File: config.mk
export PLATFORM = sky130hd
export DESIGN_NAME = mux_scan_nx1
export DESIGN_NICKNAME = d
export VERILOG_FILES = /design/src/rtl/mux_scan_nx1.sv
export SDC_FILE = /design/constraint.sdc
export NUM_CORES = 1
export LEC_CHECK = 0
export ABC_AREA = 1
export BUFFER_PORTS_ARGS = -buffer_cell sky130_fd_sc_hd__buf_2
export CAP_MARGIN = 20
export CORE_ASPECT_RATIO = 1.2
export CORE_UTILIZATION = 48
export CTS_CLUSTER_DIAMETER = 50
export CTS_CLUSTER_SIZE = 30
export DETAILED_ROUTE_END_ITERATION = 10
export GPL_ROUTABILITY_DRIVEN = 0
export GPL_TIMING_DRIVEN = 1
export PLACE_DENSITY = 0.86
export SLEW_MARGIN = 25
export SYNTH_ARGS = -nofsm -noshare
export SYNTH_HDL_FRONTEND = slang
export SYNTH_SLANG_ARGS = --single-unit
File: constraint.sdc
create_clock -name clk -period 2.8 [get_ports clk]
set_input_delay 0.14 -clock clk [delete_from_list [all_inputs] [get_ports clk]]
set_output_delay 0.14 -clock clk [all_outputs]
set_load 0.005 [all_outputs]
File: src/rtl/mux_scan_nx1.sv
// N-to-1 registered channel mux with manual select or round-robin scan.
// Optional channel masking: define MUX_SCAN_MASK_EN to add the ch_mask port.
module mux_scan_nx1 #(
    parameter int NUM_CH = 16,
    parameter int DATA_W = 1
) (
    input  logic                      clk,
    input  logic                      rst,
    input  logic [NUM_CH*DATA_W-1:0]  in_data,
    input  logic [NUM_CH-1:0]         in_valid,
    output logic [NUM_CH-1:0]         in_ack,
    input  logic                      mode,
    input  logic [$clog2(NUM_CH)-1:0] sel,
    output logic [DATA_W-1:0]         out_data,
    output logic [$clog2(NUM_CH)-1:0] out_ch,
    output logic                      out_valid,
    input  logic                      out_ready
`ifdef MUX_SCAN_MASK_EN
  , input  logic [NUM_CH-1:0]         ch_mask
`endif
);
    localparam int SEL_W = $clog2(NUM_CH);

    logic [SEL_W-1:0]  ptr_q, ptr_d, ptr_nxt;
    logic [SEL_W-1:0]  ch_q, ch_d;
    logic [DATA_W-1:0] data_q, data_d;
    logic              valid_q, valid_d;

    logic [NUM_CH-1:0] en_mask;
    logic [SEL_W-1:0]  cur;
    logic [DATA_W-1:0] cur_data;
    logic              cur_ok;
    logic              load;
    logic              take;

`ifdef MUX_SCAN_MASK_EN
    assign en_mask = ch_mask;
`else
    assign en_mask = '1;
`endif

    // Out-of-range selects match no channel, so they never capture.
    always_comb begin
        cur      = mode ? ptr_q : sel;
        load     = ~valid_q | out_ready;
        cur_ok   = 1'b0;
        cur_data = '0;
        for (int k = 0; k < NUM_CH; k++) begin
            if (cur == SEL_W'(k)) begin
                cur_ok   = in_valid[k] & en_mask[k];
                cur_data = in_data[k*DATA_W +: DATA_W];
            end
        end
        take   = ~rst & load & cur_ok;
        in_ack = '0;
        for (int k = 0; k < NUM_CH; k++) begin
            in_ack[k] = take & (cur == SEL_W'(k));
        end
    end

`ifdef MUX_SCAN_MASK_EN
    int               idx;
    logic [SEL_W-1:0] idx_s;

    // Walk offsets downward so the nearest enabled channel wins.
    always_comb begin
        ptr_nxt = ptr_q;
        idx     = 0;
        idx_s   = '0;
        for (int off = NUM_CH; off >= 1; off--) begin
            idx = int'(ptr_q) + off;
            if (idx >= NUM_CH) begin
                idx = idx - NUM_CH;
            end
            idx_s = SEL_W'(idx);
            if (en_mask[idx_s]) begin
                ptr_nxt = idx_s;
            end
        end
    end
`else
    always_comb begin
        ptr_nxt = (int'(ptr_q) == NUM_CH - 1) ? '0 : ptr_q + SEL_W'(1);
    end
`endif

    always_comb begin
        valid_d = valid_q;
        data_d  = data_q;
        ch_d    = ch_q;
        ptr_d   = ptr_q;
        if (load) begin
            valid_d = take;
            if (take) begin
                data_d = cur_data;
                ch_d   = cur;
            end
            // Advance even on a miss so an idle channel cannot stall the scan.
            if (mode) begin
                ptr_d = ptr_nxt;
            end
        end
    end

    always_ff @(posedge clk) begin
        if (rst) begin
            valid_q <= 1'b0;
            data_q  <= '0;
            ch_q    <= '0;
            ptr_q   <= '0;
        end else begin
            valid_q <= valid_d;
            data_q  <= data_d;
            ch_q    <= ch_d;
            ptr_q   <= ptr_d;
        end
    end

    assign out_valid = valid_q;
    assign out_data  = data_q;
    assign out_ch    = ch_q;

endmodule
Word level (Yosys, flattened, before mapping). Index checks and enable logic that the tools add are counted.

Bitwise logic cells: 21. Eq/ne operators: 16. Muxes and demuxes: 34. Reductions and logical operators: 3. Add/sub/neg operators: 1.

Operators by type and width (number): $eq 4x4->1 const B (8); $mux 1 (32); $and 1x1->1 (18); $eq 4x3->1 const B (4); $eq 4x1->1 const B (2); $eq 4x2->1 const B (2); $mux 4 (2); $add 4x1->4 const B (1); $logic_not 4->1 (1); $reduce_and 2->1 (2); $not 1->1 (2); $or 1x1->1 (1).

Word-level logic and storage cells: 79. Register bits: 10. Output and inout port bits: 22.

Longest topological paths before layout. Gate-level depths: netlist of run 1.

Word-level depth: 20. Gate-level depth with buffers: 18. Mapped depth without buffers: 18.

Least setup slack after synthesis of run 1. No wires, ideal clock.

Path kind: register to output. From: reg ptr_q[0]. To: out in_ack[10]. Path buffers: 1. Cell stages (with the launch flop): 16. Arrival: 1.628 ns. Data required time: 2.660 ns. Slack: 1.032 ns. Cell sequence: dfxtp_1 -> inv_1 -> nand2_1 -> nand2_1 -> nor2_2 -> inv_1 -> nor2_1 -> nand2_1 -> nand4_1 -> nor2_1 -> nand4_1 -> nand2_1 -> nand3_2 -> nand2_4 -> buf_12 -> nor3_2.

Word-level cells in the longest chain between the ends: 20.

RTL lines: start: declaration (RTL line 24) `logic [SEL_W-1:0] ptr_q, ptr_d, ptr_nxt;`; start signal: assignment (RTL line 115) `ptr_q <= ptr_d;`; $mux 4 * (RTL line 44) `cur = mode ? ptr_q : sel;`; $logic_not 4->1 (RTL line 49) `if (cur == SEL_W'(k)) begin`; $mux 1 (16 in a row) (RTL line 49); $and 1x1->1 (RTL line 54) `take = ~rst & load & cur_ok;`; $and 1x1->1 * (RTL line 57) `in_ack[k] = take & (cur == SEL_W'(k));`; end: declaration (RTL line 11) `output logic [NUM_CH-1:0] in_ack,`.

Mark *: on every way between the ends. The rest lies on a longest branch, timed or not.

Final worst setup path of run 1.
From: reg ptr_q[2]. To: out in_ack[9].

The elaborated chain is that of the path after synthesis.

==> results of run 1 <==
[area by class of cell]
class / instances / area (um2) / share of cell area [%]
timing repair buffer: 61 / 305.3 / 21.18
sequential: 10 / 200.2 / 13.89
inverter: 32 / 121.4 / 8.420
tap: 30 / 37.54 / 2.604
multi-input combinational: 145 / 740.7 / 51.39
clock buffer: 4 / 36.28 / 2.517
[critical path: stages (launching register included)]
cell and delay (ns):
dfxtp_1 0.34, nand2_1 0.11, nand2_4 0.08, nor2_2 0.34, nand3_1 0.12, nand3_1 0.12
o21bai_2 0.06, nand4_1 0.07, nor2_1 0.04, nand4_1 0.06, nand2_1 0.07, nand3_2 0.09
nand2_4 0.16, nor3_2 0.15, buf_2 0.13
[synthesized netlist by cell type (all sizes together)]
| library cell | number | area share (%) |
|---|---|---|
| nand2 | 60 | 24 |
| nor2 | 38 | 16 |
| inv | 31 | 11 |
| nand3 | 19 | 9.5 |
| dfxtp | 10 | 18 |
| a21oi | 7 | 3.2 |
| nor3 | 7 | 5.4 |
| nand4 | 4 | 2.3 |
| buf | 3 | 3.9 |
| o21ai | 3 | 1.4 |
| or2 | 2 | 1.1 |
| a211oi | 1 | 0.68 |
| clkinv | 1 | 0.45 |
| ha | 1 | 1.1 |
| nor4 | 1 | 0.57 |
| o21bai | 1 | 1.0 |
| o22ai | 1 | 0.57 |
[path summary, 6_finish.rpt]
| check | startpoint | to | cells past startpoint |
|---|---|---|---|
| worst max-delay path | ptr_q[2] | in_ack[9] | 14 |
| worst min-delay path | rst | ptr_q[0] | 2 |
| worst min register to register | out_ch[1] | out_ch[1] | 2 |
| worst max register to register | ptr_q[3] | out_ch[2] | 17 |
[metrics by stage]
stage          hold WS, ns  worst slack (ns)  power [W]  instances
2_1_floorplan       0.2091             1.032  0.0003300        190
3_3_place_gp        0.3801            0.6950  0.0003847        278
3_5_place_dp        0.3835            0.6773  0.0003850        278
4_1_cts             0.1039            0.4431  0.0005174        282
5_1_grt             0.1301            0.1730  0.0005549        282
6_report            0.1119            0.4538  0.0005146        282
[where the power goes]
group	switching, W	internal [W]	total (W)	leakage [nW]
combinational	0.000133	0.0000808	0.000214	0.692
sequential	0.00000963	0.000160	0.000169	0.0822
clock	0.0000524	0.0000790	0.000131	0.0210
[placed cells by master, fill, tap and decap left out, types with 4 or more instances in the layout]
cell     synthesis  final
buf_2            0     61
nand2_1         50     50
nor2_1          33     33
inv_1           26     26
nand3_1         17     17
dfxtp_1         10     10
a21oi_1          7      7
nand2_2          6      6
inv_2            5      5
nor3_2           5      5
nand2_4          4      4
nand4_1          4      4
[sequential cells by signal, indices dropped and copies added, names as in the netlist]
| signal | flops |
|---|---|
| out_valid | 1 |
| ptr_q | 4 |
| out_ch | 4 |
| out_data | 1 |
[kinds of logic (layout without fill, tap and decap cells)]
logic type      count (synthesis)  after routing  share of synthesized area, %
fa+ha+maj                       1              1                         1.132
buf+inv                        35             97                         14.84
compound gates                 13             13                         6.795
simple gates                  131            131                         59.12
flops                          10             10                         18.12
[routing by layer]
metal	wire length, um	share of wire (%)
met3	162	5.8
met5	0	0
met2	1378	49
met4	21	0.75
met1	1241	44
==> summary.md, run 1 <==
| Metric | Value |
|---|---|
| CTS tree | yes |
| Remaining DRCs | 0 |
| CP endpoint kind | output port |
| Final core occ | 68.09% |
| Die Height | 54.56 um |
| Setup_tns | 0 ns |
| Syn avg cell area | 5.815 um2 |
| Grt met3 use | 1.980% |
| RSZ-0062 raised after global routing | no |
| R2R Setup Slk | 0.70 ns |
| Type of the worst setup path | flip-flop to output port |
| Worst Hold Class | input pin to flip-flop |
| Worst Path Max Fanout | 22 |
| Final net count | 294 |
| CTS buffer count | 3 |
| First-pass GRT wire length | 4381 um |
| Yosys warning count | 0 |
| Period utilization | a little over four fifths |
| Final setup vio count | 0 |
| CP Launch Type | flip-flop |
| Measured slew at the worst slew-check pin | 0.4914 ns |
| Design area | 0.001441 mm2 |
| # rows | 18 |
| Clock Sinks | 10 |
| Largest net degree at the start of global routing | 23 |
| Core Area | about 0.0021 mm2 |
| Met2 global-route usage | between 40% and 50% |
| Status | completed |
| Die area | around 0.0025 mm2 |
| Via Count | 1345 |
| Max-Cap Viols | 0 |
| Fin. max-slew vios | 0 |
| I/O pin count | 62 |
| Pwr per Cell Area | 357.0 mW/mm2 |
| Setup bufs post-CTS | 0 |
| Gr usage total | around 23% |
| Synth cell types | 27 |
| Worst slew margin | about two thirds |
| Clock Skews | 0.005948 ns |
| Number of global-route vias before repair | 1101 |
| Clock buffer depth | 2 |
| Via/cell ratio | 4.770 |
| GRT met1 Usage | 29.37% |
| Final min period | 2.346 ns |
| Clk Latency, worst-skew pair | 0.27 ns |
| Routed Antenna Nets | 0 |
| Synthesized area | 0.001105 mm2 |
| Cell Area, Placed | 0.001405 mm2 |
| Pre-antenna DRT Iters | 4 |
| Sequential element share of the synthesized area | between 15 and 20% |
| Diode count | 0 |
| Clock Root Buffer | clkbuf_4 |
| Die W | 45.80 um |
| Fraction of layout cells with a size suffix above 1 | 37.70% |
| FMAX | 426.2 MHz |
| Req. time, crit path | 2.66 ns |
| Fill cells | 234 |
| Worst VDD drop | about 0.37 mV |
| Grt peak-use layer | met2 |
| Syn Inst Count | 190 |
| Global route overflow | 0 |
| Number of gates resized after CTS | 0 |
| Detailed Route WL | 2803 um |
| H-tree levels | 1 |
| 1st-iter DRT viols | 30 |
| Area added between synthesis and finish | 30.46% |
| Starting Density | 52.19% |
| Leak pwr | between 0.7 and 0.8 nW |
| Critical path arrival | about 2.2 ns |
| Syn nets | about 230 |
| Hold buffers post-CTS | 0 |
| Detailed placer's ending HPWL | 2293 um |
| Avg WL per Cell | 9.940 um |
| Count of input and output buffers | 61 |
| Initial antenna violation count | 0 |
| FF+latch count, synth | 10 |
| Clock-pin slew on the worst setup and hold paths | ~0.07 ns |
| Final Hold Fails | 0 |
(Power assumes the default switching activity.)
==> run 2, diff against run 1 <==
Settings changed: CORE_UTILIZATION 48 to 44, PLACE_DENSITY 0.86 to 0.8.
Clock period 2.8 ns to 2.4 ns, I/O delays scaled along.
==> summary.md, run 2 (synthesis gave the netlist of run 1 again) <==
| Metric | Value |
|---|---|
| Status | completed |
| Worst Path Max Fanout | 6 (-73%) |
| Measured slew at the worst slew-check pin | 0.4923 ns (+0.0009505 ns) |
| Fill cells | 196 (-16%) |
| Leak pwr | 0.8818 nW (+11%) |
| Clock Root Buffer | clkbuf_4 |
| Die Height | 56.89 um (+4.3%) |
| Diode count | 0 (unchanged) |
| Clock Sinks | 10 (unchanged) |
| Fin Hold WS | 0.1156 ns (+0.003702 ns) |
| Clock Skews | 0.004582 ns (-0.001366 ns) |
| Design area | 0.001664 mm2 (+15%) |
| Detailed Route WL | 3334 um (+19%) |
| Worst Hold Class | input pin to flip-flop |
| Routed Antenna Nets | 0 (unchanged) |
| Critical path arrival | 2.17 ns (-0.04 ns) |
| Req. time, crit path | 2.28 ns (-0.38 ns) |
| I/O pin count | 62 (unchanged) |
| Avg WL per Cell | 11.30 um (+14%) |
| R2R Setup Slk | 0.25 ns (-0.45 ns) |
| Via/cell ratio | 4.932 (+3.4%) |
| Clock buffer depth | 2 (unchanged) |
| Commonest non-fill, non-tap cell in the layout | buf_2 |
| Global route overflow | 0 (unchanged) |
| # rows | 19 (+1) |
| Most frequent cells in the layout | buf_2, nand2_1, nor2_1 |
| Via Count | 1455 (+8.2%) |
| Worst VDD drop | 0.3956 mV (+5.7%) |
| Core Area | 0.002330 mm2 (+10%) |
| Final min period | 2.290 ns |
| Gr usage total | 21.84% (-1.3 points) |
| CP Launch Type | flip-flop |
| FMAX | 436.7 MHz |
| CP most frequent cell | nand2_4 |
| H-tree levels | 1 (unchanged) |
| Max-Cap Viols | 0 (unchanged) |
| Final setup vio count | 0 (unchanged) |
| CTS tree | yes |
| Critical-path cell list | nand2_1 > nand2_4 > nand2_4 > inv_2 > nand2_4 > nor2_2 > o21bai_4 > nand4_1 > nor2_1 > nand4_1 > nand2_2 > nand3_4 > nand2_4 > nor3_2 > buf_2 |
| Pre-antenna DRT Iters | 5 (+1) |
| Type of the worst setup path | flip-flop to output port |
| Clock-pin slew on the worst setup and hold paths | 0.06 ns (about the same) |
| Total power | 0.0006847 W (+33%) |
| Final Hold Fails | 0 (unchanged) |
| Starting Density | 47.42% (-4.8 points) |
| Fraction of layout cells with a size suffix above 1 | 49.24% (+12 points) |
| Pwr per Cell Area | 411.5 mW/mm2 (+15%) |
| Fin. max-slew vios | 0 (unchanged) |
| Crit-path max cell delay | 0.35 ns (about the same) |
| CTS buffer count | 3 (unchanged) |
| Detailed placer's ending HPWL | 2282 um (-0.51%) |
| Reg area | 205.2 um2 (+2.5%) |
| Remaining DRCs | 0 (unchanged) |
| Die W | 47.75 um (+4.3%) |
| Final net count | 306 (+4.1%) |
| Worst slew margin | 67.07% (+0.082 points) |
| Largest delay contributor family on the critical path | simple AND/OR/NAND/NOR gates |
| CP endpoint kind | output port |
| Period utilization | 95.42% |
| Clk Latency, worst-skew pair | 0.27 ns (about the same) |
| 1st-iter DRT viols | 36 (+20%) |
| First-pass GRT wire length | 4512 um (+3.0%) |
| Largest net degree at the start of global routing | 23 (unchanged) |
| Number of global-route vias before repair | 1203 (+9.3%) |
| Initial antenna violation count | 0 (unchanged) |
| Area added between synthesis and finish | 50.62% |
| Multi-input gate area | 880.8 um2 (+19%) |
| Die area | 0.002716 mm2 (+8.7%) |
| Count of input and output buffers | 61 (unchanged) |
| Cell Area, Placed | 0.001414 mm2 (+0.62%) |
| Slowest stage cell, crit path | dfxtp_2 |
| CP bufs+invs | 2 (+1) |
[run 2: layer usage]
metal | up-vias | share of wire [%] | track usage [%]
met5 | - | 0 | 0
met4 | 0 | 1.3 | 7.937
met3 | 10 | 5.8 | 4.180
met2 | 60 | 51 | 37.07
met1 | 634 | 42 | 25.74
li1 | 751 | - | -
[run 2: worst paths after layout]
check,from,endpoint,cells after the start
setup / recovery,ptr_q[2],in_ack[13],15
hold / removal,rst,ptr_q[0],2
setup reg to reg,ptr_q[2],out_ch[0],17
hold reg to reg,out_ch[1],out_ch[1],2
[run 2: what timing repair did]
item | in CTS | in global routing
endpoints found under the setup margin | 0 | 15
gates resized for setup | 0 | 36
hold buffers | 0 | 0
endpoints found under the hold margin | 0 | 0
setup buffers | 0 | 9
[run 2: metrics by stage]
| step | setup slack, ns | utilization, % | setup TNS (ns) | cells |
|---|---|---|---|---|
| 2_1_floorplan | 0.6522 | - | 0 | 190 |
| 3_3_place_gp | 0.3186 | 60.69 | 0 | 280 |
| 3_5_place_dp | 0.3098 | 60.69 | 0 | 280 |
| 4_1_cts | 0.05418 | 62.24 | 0 | 284 |
| 5_1_grt | -0.04854 | 71.43 | -0.4146 | 295 |
| 6_report | 0.1100 | 71.43 | 0 | 295 |
[run 2: layout make-up]
type	count	share of cell area, %
Tap cell	31	2.331
Inverter	32	7.368
Timing Repair Buffer	71	22.86
Sequential cell	10	12.33
Multi-Input combinational cell	147	52.93
Clock buffer	4	2.180
[run 2: power breakdown]
part	leakage (nW)	switching (W)	internal (W)
Sequential	0.0838	0.0000120	0.000187
Combinational	0.777	0.000203	0.000133
Clock	0.0210	0.0000579	0.0000922
Total	0.882	0.000273	0.000412
